## src/rtl/spi_target_regfile.sv

```systemverilog
// SPI mode-0 target with a byte-wide register file, oversampled entirely in the
// system clock domain. Byte0 = {rw, addr[6:0]}; following bytes are data, addr auto-increments.
module spi_target_regfile #(
  parameter int REG_COUNT   = 16,
  parameter int SYNC_STAGES = 2
) (
  input  logic                   clock,
  input  logic                   reset_n,
  input  logic                   spi_sck,
  input  logic                   spi_cs_n,
  input  logic                   spi_mosi,
  output logic                   spi_miso,
  output logic                   spi_miso_oe,
  output logic [8*REG_COUNT-1:0] regs_o,
  output logic                   wr_pulse_o,
  output logic [6:0]             wr_addr_o,
  output logic                   frame_done_o
);
  localparam int AW = (REG_COUNT > 1) ? $clog2(REG_COUNT) : 1;

  typedef enum logic [1:0] {WAIT_IDLE, IDLE, CMD, DATA} state_e;

  logic [SYNC_STAGES-1:0] sck_sync_q, cs_sync_q, mosi_sync_q, sync_valid_q;
  logic                   sck_prev_q;

  always_ff @(posedge clock or negedge reset_n) begin
    if (!reset_n) begin
      sck_sync_q   <= '0;
      cs_sync_q    <= '1;
      mosi_sync_q  <= '0;
      sync_valid_q <= '0;
      sck_prev_q   <= 1'b0;
    end else begin
      sck_sync_q   <= {sck_sync_q[SYNC_STAGES-2:0], spi_sck};
      cs_sync_q    <= {cs_sync_q[SYNC_STAGES-2:0], spi_cs_n};
      mosi_sync_q  <= {mosi_sync_q[SYNC_STAGES-2:0], spi_mosi};
      sync_valid_q <= {sync_valid_q[SYNC_STAGES-2:0], 1'b1};
      sck_prev_q   <= sck_sync_q[SYNC_STAGES-1];
    end
  end

  logic sck_s, cs_s, mosi_s, sync_ok, sck_rise, sck_fall;
  assign sck_s    = sck_sync_q[SYNC_STAGES-1];
  assign cs_s     = cs_sync_q[SYNC_STAGES-1];
  assign mosi_s   = mosi_sync_q[SYNC_STAGES-1];
  // The synchronizer's reset value of cs_n=1 is not a real sample; wait until it has flushed.
  assign sync_ok  = sync_valid_q[SYNC_STAGES-1];
  assign sck_rise = sck_s & ~sck_prev_q;
  assign sck_fall = ~sck_s & sck_prev_q;

  state_e      state_q, state_d;
  logic [2:0]  bit_cnt_q, bit_cnt_d;
  logic [6:0]  shift_in_q, shift_in_d;
  logic [7:0]  shift_out_q, shift_out_d;
  logic [6:0]  addr_q, addr_d;
  logic        rw_q, rw_d;
  logic        byte_done_q, byte_done_d;
  logic        miso_q, miso_d;
  logic        oe_q, oe_d;
  logic        wr_pulse_q, wr_pulse_d;
  logic [6:0]  wr_addr_q, wr_addr_d;
  logic        frame_done_q, frame_done_d;
  logic        wr_en;
  logic [7:0]  regs_q [REG_COUNT];

  function automatic logic in_range(input logic [6:0] a);
    return (a >> AW) == 7'd0;
  endfunction

  logic [7:0]    byte_in;
  logic [AW-1:0] addr_lo_inc;
  logic [6:0]    addr_inc;
  logic [7:0]    rd_cmd, rd_inc;

  assign byte_in     = {shift_in_q, mosi_s};
  assign addr_lo_inc = addr_q[AW-1:0] + AW'(1);
  // In-range addresses wrap modulo REG_COUNT; out-of-range ones count on in 7 bits.
  assign addr_inc    = in_range(addr_q) ? 7'(addr_lo_inc) : addr_q + 7'd1;
  assign rd_cmd      = in_range(byte_in[6:0]) ? regs_q[byte_in[AW-1:0]] : 8'h00;
  assign rd_inc      = in_range(addr_inc) ? regs_q[addr_inc[AW-1:0]] : 8'h00;

  always_ff @(posedge clock or negedge reset_n) begin
    if (!reset_n) begin
      state_q      <= WAIT_IDLE;
      bit_cnt_q    <= '0;
      shift_in_q   <= '0;
      shift_out_q  <= '0;
      addr_q       <= '0;
      rw_q         <= 1'b0;
      byte_done_q  <= 1'b0;
      miso_q       <= 1'b0;
      oe_q         <= 1'b0;
      wr_pulse_q   <= 1'b0;
      wr_addr_q    <= '0;
      frame_done_q <= 1'b0;
    end else begin
      state_q      <= state_d;
      bit_cnt_q    <= bit_cnt_d;
      shift_in_q   <= shift_in_d;
      shift_out_q  <= shift_out_d;
      addr_q       <= addr_d;
      rw_q         <= rw_d;
      byte_done_q  <= byte_done_d;
      miso_q       <= miso_d;
      oe_q         <= oe_d;
      wr_pulse_q   <= wr_pulse_d;
      wr_addr_q    <= wr_addr_d;
      frame_done_q <= frame_done_d;
    end
  end

  always_comb begin
    state_d      = state_q;
    bit_cnt_d    = bit_cnt_q;
    shift_in_d   = shift_in_q;
    shift_out_d  = shift_out_q;
    addr_d       = addr_q;
    rw_d         = rw_q;
    byte_done_d  = byte_done_q;
    miso_d       = miso_q;
    wr_pulse_d   = 1'b0;
    wr_addr_d    = wr_addr_q;
    frame_done_d = 1'b0;
    wr_en        = 1'b0;
    case (state_q)
      WAIT_IDLE: if (sync_ok && cs_s) state_d = IDLE;
      IDLE: begin
        if (!cs_s) begin
          state_d     = CMD;
          bit_cnt_d   = '0;
          byte_done_d = 1'b0;
          shift_out_d = '0;
        end
      end
      default: begin
        // cs_n rising takes priority over any sck edge seen in the same cycle.
        if (cs_s) begin
          state_d      = IDLE;
          miso_d       = 1'b0;
          frame_done_d = byte_done_q;
        end else if (sck_rise) begin
          shift_in_d = byte_in[6:0];
          bit_cnt_d  = bit_cnt_q + 3'd1;
          if (bit_cnt_q == 3'd7) begin
            byte_done_d = 1'b1;
            if (state_q == CMD) begin
              rw_d        = byte_in[7];
              addr_d      = byte_in[6:0];
              state_d     = DATA;
              shift_out_d = byte_in[7] ? rd_cmd : 8'h00;
            end else if (rw_q) begin
              addr_d      = addr_inc;
              shift_out_d = rd_inc;
            end else begin
              if (in_range(addr_q)) begin
                wr_en      = 1'b1;
                wr_pulse_d = 1'b1;
                wr_addr_d  = addr_q;
              end
              addr_d = addr_inc;
            end
          end
        end else if (sck_fall && state_q == DATA) begin
          miso_d      = shift_out_q[7];
          shift_out_d = {shift_out_q[6:0], 1'b0};
        end
      end
    endcase
    oe_d = (state_d == CMD) || (state_d == DATA);
  end

  always_ff @(posedge clock or negedge reset_n) begin
    if (!reset_n) begin
      for (int i = 0; i < REG_COUNT; i++) regs_q[i] <= 8'h00;
    end else if (wr_en) begin
      regs_q[addr_q[AW-1:0]] <= byte_in;
    end
  end

  for (genvar gi = 0; gi < REG_COUNT; gi++) begin : g_regs_out
    assign regs_o[8*gi +: 8] = regs_q[gi];
  end

  assign spi_miso     = miso_q;
  assign spi_miso_oe  = oe_q;
  assign wr_pulse_o   = wr_pulse_q;
  assign wr_addr_o    = wr_addr_q;
  assign frame_done_o = frame_done_q;
endmodule
```

## config.mk

```make
export PLATFORM = sky130hd
export DESIGN_NAME = spi_target_regfile
export DESIGN_NICKNAME = d
export VERILOG_FILES = /design/src/rtl/spi_target_regfile.sv
export SDC_FILE = /design/constraint.sdc
export NUM_CORES = 1
export LEC_CHECK = 0
export ABC_CLOCK_PERIOD_IN_PS = 8200
export CORE_MARGIN = 3
export CORE_UTILIZATION = 38
export DETAILED_ROUTE_END_ITERATION = 6
export HOLD_SLACK_MARGIN = 0.08
export PLACE_DENSITY_LB_ADDON = 0.15
export SLEW_MARGIN = 20
export SYNTH_ARGS = -nofsm -noshare
export SYNTH_HDL_FRONTEND = slang
export SYNTH_SLANG_ARGS = --single-unit
```

## constraint.sdc

```tcl
create_clock -name clock -period 8.2 [get_ports clock]
set_clock_uncertainty 0.15 [all_clocks]
set_input_delay 2.46 -clock clock [delete_from_list [all_inputs] [get_ports clock]]
set_output_delay 2.46 -clock clock [all_outputs]
set_load 0.05 [all_outputs]
```

=== Yosys cells after proc, flatten, opt, wreduce, memory -nomap -nowiden ===
Index checks and enable logic that the tools add are counted.

* $add $sub $neg: 3
* Order comparisons: 4
* Equal/unequal tests: 10
* Multiplexer cells: 49
* Bitwise operators: 12
* Reduce and logical (&&, ||, !) cells: 21

{| class="wikitable"
|+ Operator list
! cell !! count
|-
| $bwmux 128 || 1
|-
| $mux 8 || 15
|-
| $bmux 8 s4 || 2
|-
| $demux 8 s4 || 1
|-
| $logic_not 7->1 || 3
|-
| $pmux 8 s2 || 1
|-
| $ge 5x5->1 const B || 3
|-
| $mux 1 || 15
|-
| $not 4->5 || 3
|-
| $mux 7 || 2
|-
| $mux 2 || 6
|-
| $reduce_and 5->1 || 2
|-
| $mux 3 || 3
|-
| $reduce_and 3->1 || 3
|-
| $eq 2x2->1 const B || 4
|-
| $reduce_and 4->1 || 2
|-
| $add 7x1->7 const B || 1
|-
| $not 1->1 || 7
|-
| $reduce_and 7->1 || 1
|-
| $pmux 3 s2 || 1
|-
| $reduce_bool 2->1 || 3
|-
| $lt 5x1->1 const B || 1
|-
| $add 4x1->4 const B || 1
|-
| $ne 4x1->1 const B || 1
|-
| 14 further kinds || 17
|}

* Register bits: 177
* Input bits: 5
* Output and inout bits: 139
* Logic and storage cells: 132

=== Logic depth before layout (Yosys ltp) ===
* Word-level depth: 13
* Mapped depth: 11
* Mapped depth without buffers: 7

=== Worst setup path after synthesis ===
Ideal clock, no wire load.

* Path type: register to register
* From: register addr_q[0]
* To: register shift_out_q[5]
* Library setup time: 0.122 ns
* Arrival: 3.182 ns
* Required time: 7.928 ns
* Slack: 4.745 ns
* Cell stages (with the launch flop): 12
* Path buffers: 4
* Clock period less this slack: 3.455 ns
* Cells stage by stage: dfrtp_1 > clkbuf_1 > clkbuf_1 > inv_1 > ha_1 > clkbuf_1 > buf_1 > mux4_2 > mux2i_1 > mux2i_1 > a31oi_1 > nor2_1

* Longest elaborated chain between the ends: 13
* Elaborated cells on any way between the ends: 15
* Those cells by class: 2 x add/sub; 11 x mux; 1 x bitwise; 1 x reduce/logical

{| class="wikitable"
|+ Ends and longest elaborated chain
! item !! line !! text
|-
| from (decl) || 55 || <nowiki>logic [6:0] addr_q, addr_d;</nowiki>
|-
| from (signal assigned) || 101 || <nowiki>addr_q <= addr_d;</nowiki>
|-
| $add 7x1->7 / $add 4x1->4 (equally long branches) || 78, 76 ||
|-
| $mux 7 * || 78 || <nowiki>assign addr_inc = in_range(addr_q) ? 7'(addr_lo_inc) : addr_q + 7'd1;</nowiki>
|-
| $not 4->5 (not written as such) || 80 || <nowiki>assign rd_inc = in_range(addr_inc) ? regs_q[addr_inc[AW-1:0]] : 8'h00;</nowiki>
|-
| $bmux 8 s4 || 80 ||
|-
| $mux 8 (not written as such) (2 in series) || 80 ||
|-
| $mux 8 * || 80 ||
|-
| $mux 8 * || 151 || <nowiki>end else if (rw_q) begin</nowiki>
|-
| $mux 8 * || 146 || <nowiki>if (state_q == CMD) begin</nowiki>
|-
| $mux 8 * || 144 || <nowiki>if (bit_cnt_q == 3'd7) begin</nowiki>
|-
| $mux 8 * || 141 || <nowiki>end else if (sck_rise) begin</nowiki>
|-
| $mux 8 * || 137 || <nowiki>if (cs_s) begin</nowiki>
|-
| $pmux 8 s2 * || 125 || <nowiki>case (state_q)</nowiki>
|-
| to (signal assigned) || 100 || <nowiki>shift_out_q <= shift_out_d;</nowiki>
|-
| to (decl) || 54 || <nowiki>logic [7:0] shift_out_q, shift_out_d;</nowiki>
|}

Every way passes the cells marked *; elsewhere a longest branch is shown, timed or not. The select of a mux whose other input is x is not followed.
A chain may end at the register's enable or synchronous reset.

=== Worst setup path after layout ===
* From: register oe_q (netlist: spi_miso_oe)
* To: output spi_miso_oe

{| class="wikitable"
|+ RTL lines
! item !! line !! text
|-
| from (decl) || 59 || <nowiki>logic oe_q, oe_d;</nowiki>
|-
| from (signal assigned) || 92 || <nowiki>oe_q <= 1'b0;</nowiki>
|-
| from (signal assigned) || 105 || <nowiki>oe_q <= oe_d;</nowiki>
|-
| to (decl) || 13 || <nowiki>output logic spi_miso_oe,</nowiki>
|}

No word-level cell between the ends.

==> flow_summary.yaml <==
global_route:
  gr-total-overflow: 0
  grt_pass1_wl_um: 42100
  first_global_vias: 6671
  grt_start_max_net_pins: 74
  antenna_found_initial: 0
  track_usage_pct: 21.18
critical_path:
  cpLargestDelayFamily: "buffers and inverters"
  crit_slowest_cell: "clkdlybuf4s50_1"
  worstSetupPathType: "reg2out"
  crit_path_end_kind: "output port"
  crit_chain: "clkdlybuf4s50_1"
  cp.arrival_ps: 1750
  cp.buffers_inverters: 1
  slowest_delay_ps: 850
  worstPathRequired_ps: 5590
  startpoint_type: "flop"
  crit_fanout: 7
timing:
  worst-slew-pin-transition_ps: 1089
  fin_crit_sh_pct: 53.15
  fin_ws_ps: 3842
  maxSlewViolCount: 0
  timing.fmax_mhz: 229.4
  setup_viol: 0
  finalHoldViolCount: 0
  max-slew-margin-rel_pct: 26.87
  period_minus_slack_ps: 4358
  final.setup.tns_ps: 0
  rsz0062_at_grt: "no"
cts:
  post_cts_buffers: 0
  cts_max_level: 4
  cts_buffer_depth: 2
  cts_tree: "built"
  clock_sinks: 176
  cts_buffers: 17
  clk_latency_ps: 440
  cts.clk_slew.worst_paths_ps: 60
  cts_resized: 0
  ctsHoldBuffers: 0
  clock-root-buffer: "clkbuf_16"
run:
  max-cap-violations: 0
logic_synthesis:
  synth_top_area_share_pct: 46.57
  ys_ff_latch: 176
  synth_top_area_cell: "dfrtp_1"
  synthArstFlopShare_pct: 100.0
  syn_area_mm2: 0.009350
  ys_seq_area_share_pct: 47.13
  synth_ff_type: "dfrtp_1"
  synth.area.top_cells: "dfrtp_1 (47%), mux2_2 (16%), mux4_2 (15%)"
  yosysUniqueCellTypes: 50
  yosysWarnings: 0
  syn_avg_cell_area_um2: 14.45
  synth_edf_count: 0
  netlist_instances: 647
  synth_nets: 663
detailed_routing:
  drc: 0
  firstDrtPassIters: 5
  ant_nets: 0
  drt-wirelength-per-cell_um: 25.10
  vias: 6324
  wirelength_um: 27630
  viasPerCell: 5.744
  drtIter0Drc: 523
worst_hold_path:
  hold_class: "reg2reg"
floorplanning:
  core_area_mm2: 0.02382
  row_count: 56
  die-width_um: 162.9
  ios: 144
  dieArea_mm2: 0.02652
  die_y_um: 162.9
  initial_utilization_pct: 39.25
final_layout:
  areaGrowthSynthToFinish_pct: 25.44
  layout.nets: 785
  utilization_pct: 49.23
  layout-drive-gt1-share_pct: 34.40
  final_cell_mix: "dfrtp_1 (172), clkdlybuf4s50_1 (142), mux2_2 (134), mux4_2 (64), mux2i_1 (40)"
  layout_commonest_cell: "dfrtp_1"
  antenna_cells: 0
  instances_no_fill: 1101
power_and_ir_drop:
  ir_drop_mv: 0.1129
  leakage_nw: 5.118
  power_density_mw_per_mm2: 195.5
placed_design:
  dp_cells: 1069
  routabilityCongestion: 0.8194
  dpl.hpwl_um: 18740
  io_buffers: 143
  post-place-ws_ps: 4095
status:
  status: "finished clean"
## metrics by stage
stage               power (mW)  area, µm²  hold WS, ps
floorplan                1.274       9350        181.2
global placement         1.400      11080        182.6
global route             2.384      11730        212.8
finish                   2.293      11730        198.2
detailed placement       1.413      11080        184.6
CTS                      2.308      11720        199.8
## state kept, by name, indices dropped and copies added (netlist names)
| name | cells |
|---|---|
| rw_q | 1 |
| byte_done_q | 1 |
| regs_o | 128 |
| sck_prev_q | 1 |
| spi_miso_oe | 1 |
| sync_valid_q | 2 |
| addr_q | 7 |
| spi_miso | 1 |
| frame_done_o | 1 |
| shift_in_q | 7 |
| mosi_sync_q | 2 |
| wr_addr_o | 7 |
| wr_pulse_o | 1 |
| bit_cnt_q | 3 |
| shift_out_q | 8 |
| state_q | 1 |
| sck_sync_q | 2 |
| cs_sync_q | 2 |
## worst paths after layout
kind	end	startpoint	slack [ps]	cells past startpoint
min reg2reg	mosi_sync_q[1]	mosi_sync_q[0]	200	0
min in group asynchronous	regs_o[40]	reset_n	1820	1
max reg2reg	regs_o[7]	spi_miso_oe	4130	8
max in group asynchronous	shift_in_q[0]	reset_n	4630	2
min	mosi_sync_q[1]	mosi_sync_q[0]	200	0
max	spi_miso_oe	spi_miso_oe	3840	1
## routing by layer
metal | up-vias | share of wire [%] | wire length, µm | GRT usage (%)
met1 | 3351 | 44 | 12020 | 28.94
met2 | 224 | 50 | 13770 | 34.92
met5 | - | 0 | 0 | 0
met4 | 0 | 1.7 | 474 | 5.306
met3 | 31 | 5.0 | 1369 | 4.196
li1 | 2718 | - | - | -
## layout make-up
cell class	instances	area [µm²]
clock buffers	22	474.2
clock inverters	10	172.7
fillers	2077	12090
inverters	8	30.03
multi-input cells	413	4736
flip-flops and latches	176	4409
well taps	319	399.1
repair buffers	153	1508
## power breakdown
group	switching, mW	internal, mW	total (mW)
Sequential	0.0842	0.912	0.996
Combinational	0.251	0.151	0.403
Clock	0.355	0.540	0.894
## cells by family after synthesis
family | count (synthesis) | synth area share, %
muxes | 245 | 36.68
adders and majority gates | 11 | 1.472
xor gates and xnor gates | 2 | 0.1874
AOI/OAI and AO/OA | 65 | 4.791
and+or+nand+nor | 89 | 7.226
DFF | 176 | 47.13
buffers and inverters | 58 | 2.476
other | 1 | 0.04011
## cell usage after synthesis, types with 2 or more instances
master,instances
dfrtp_1,174
mux2_2,134
mux4_2,64
mux2i_1,40
clkbuf_1,35
nor2_1,20
nor3_4,12
buf_1,11
ha_1,11
a22oi_1,10
a31oi_1,10
o21ai_0,10
a21oi_1,9
nand2_1,9
nand2b_1,9
a21o_1,8
mux2_1,7
nand3_1,7
inv_1,6
nor2b_1,6
o221ai_1,6
and2_1,4
and3_1,4
nor4_4,4
nand3b_1,3
a221o_1,2
a31o_2,2
buf_2,2
clkinv_1,2
dfstp_2,2
nor3_1,2
nor4_1,2
o21bai_1,2
xnor2_1,2
Note: power is estimated with default switching activity, not from simulation.
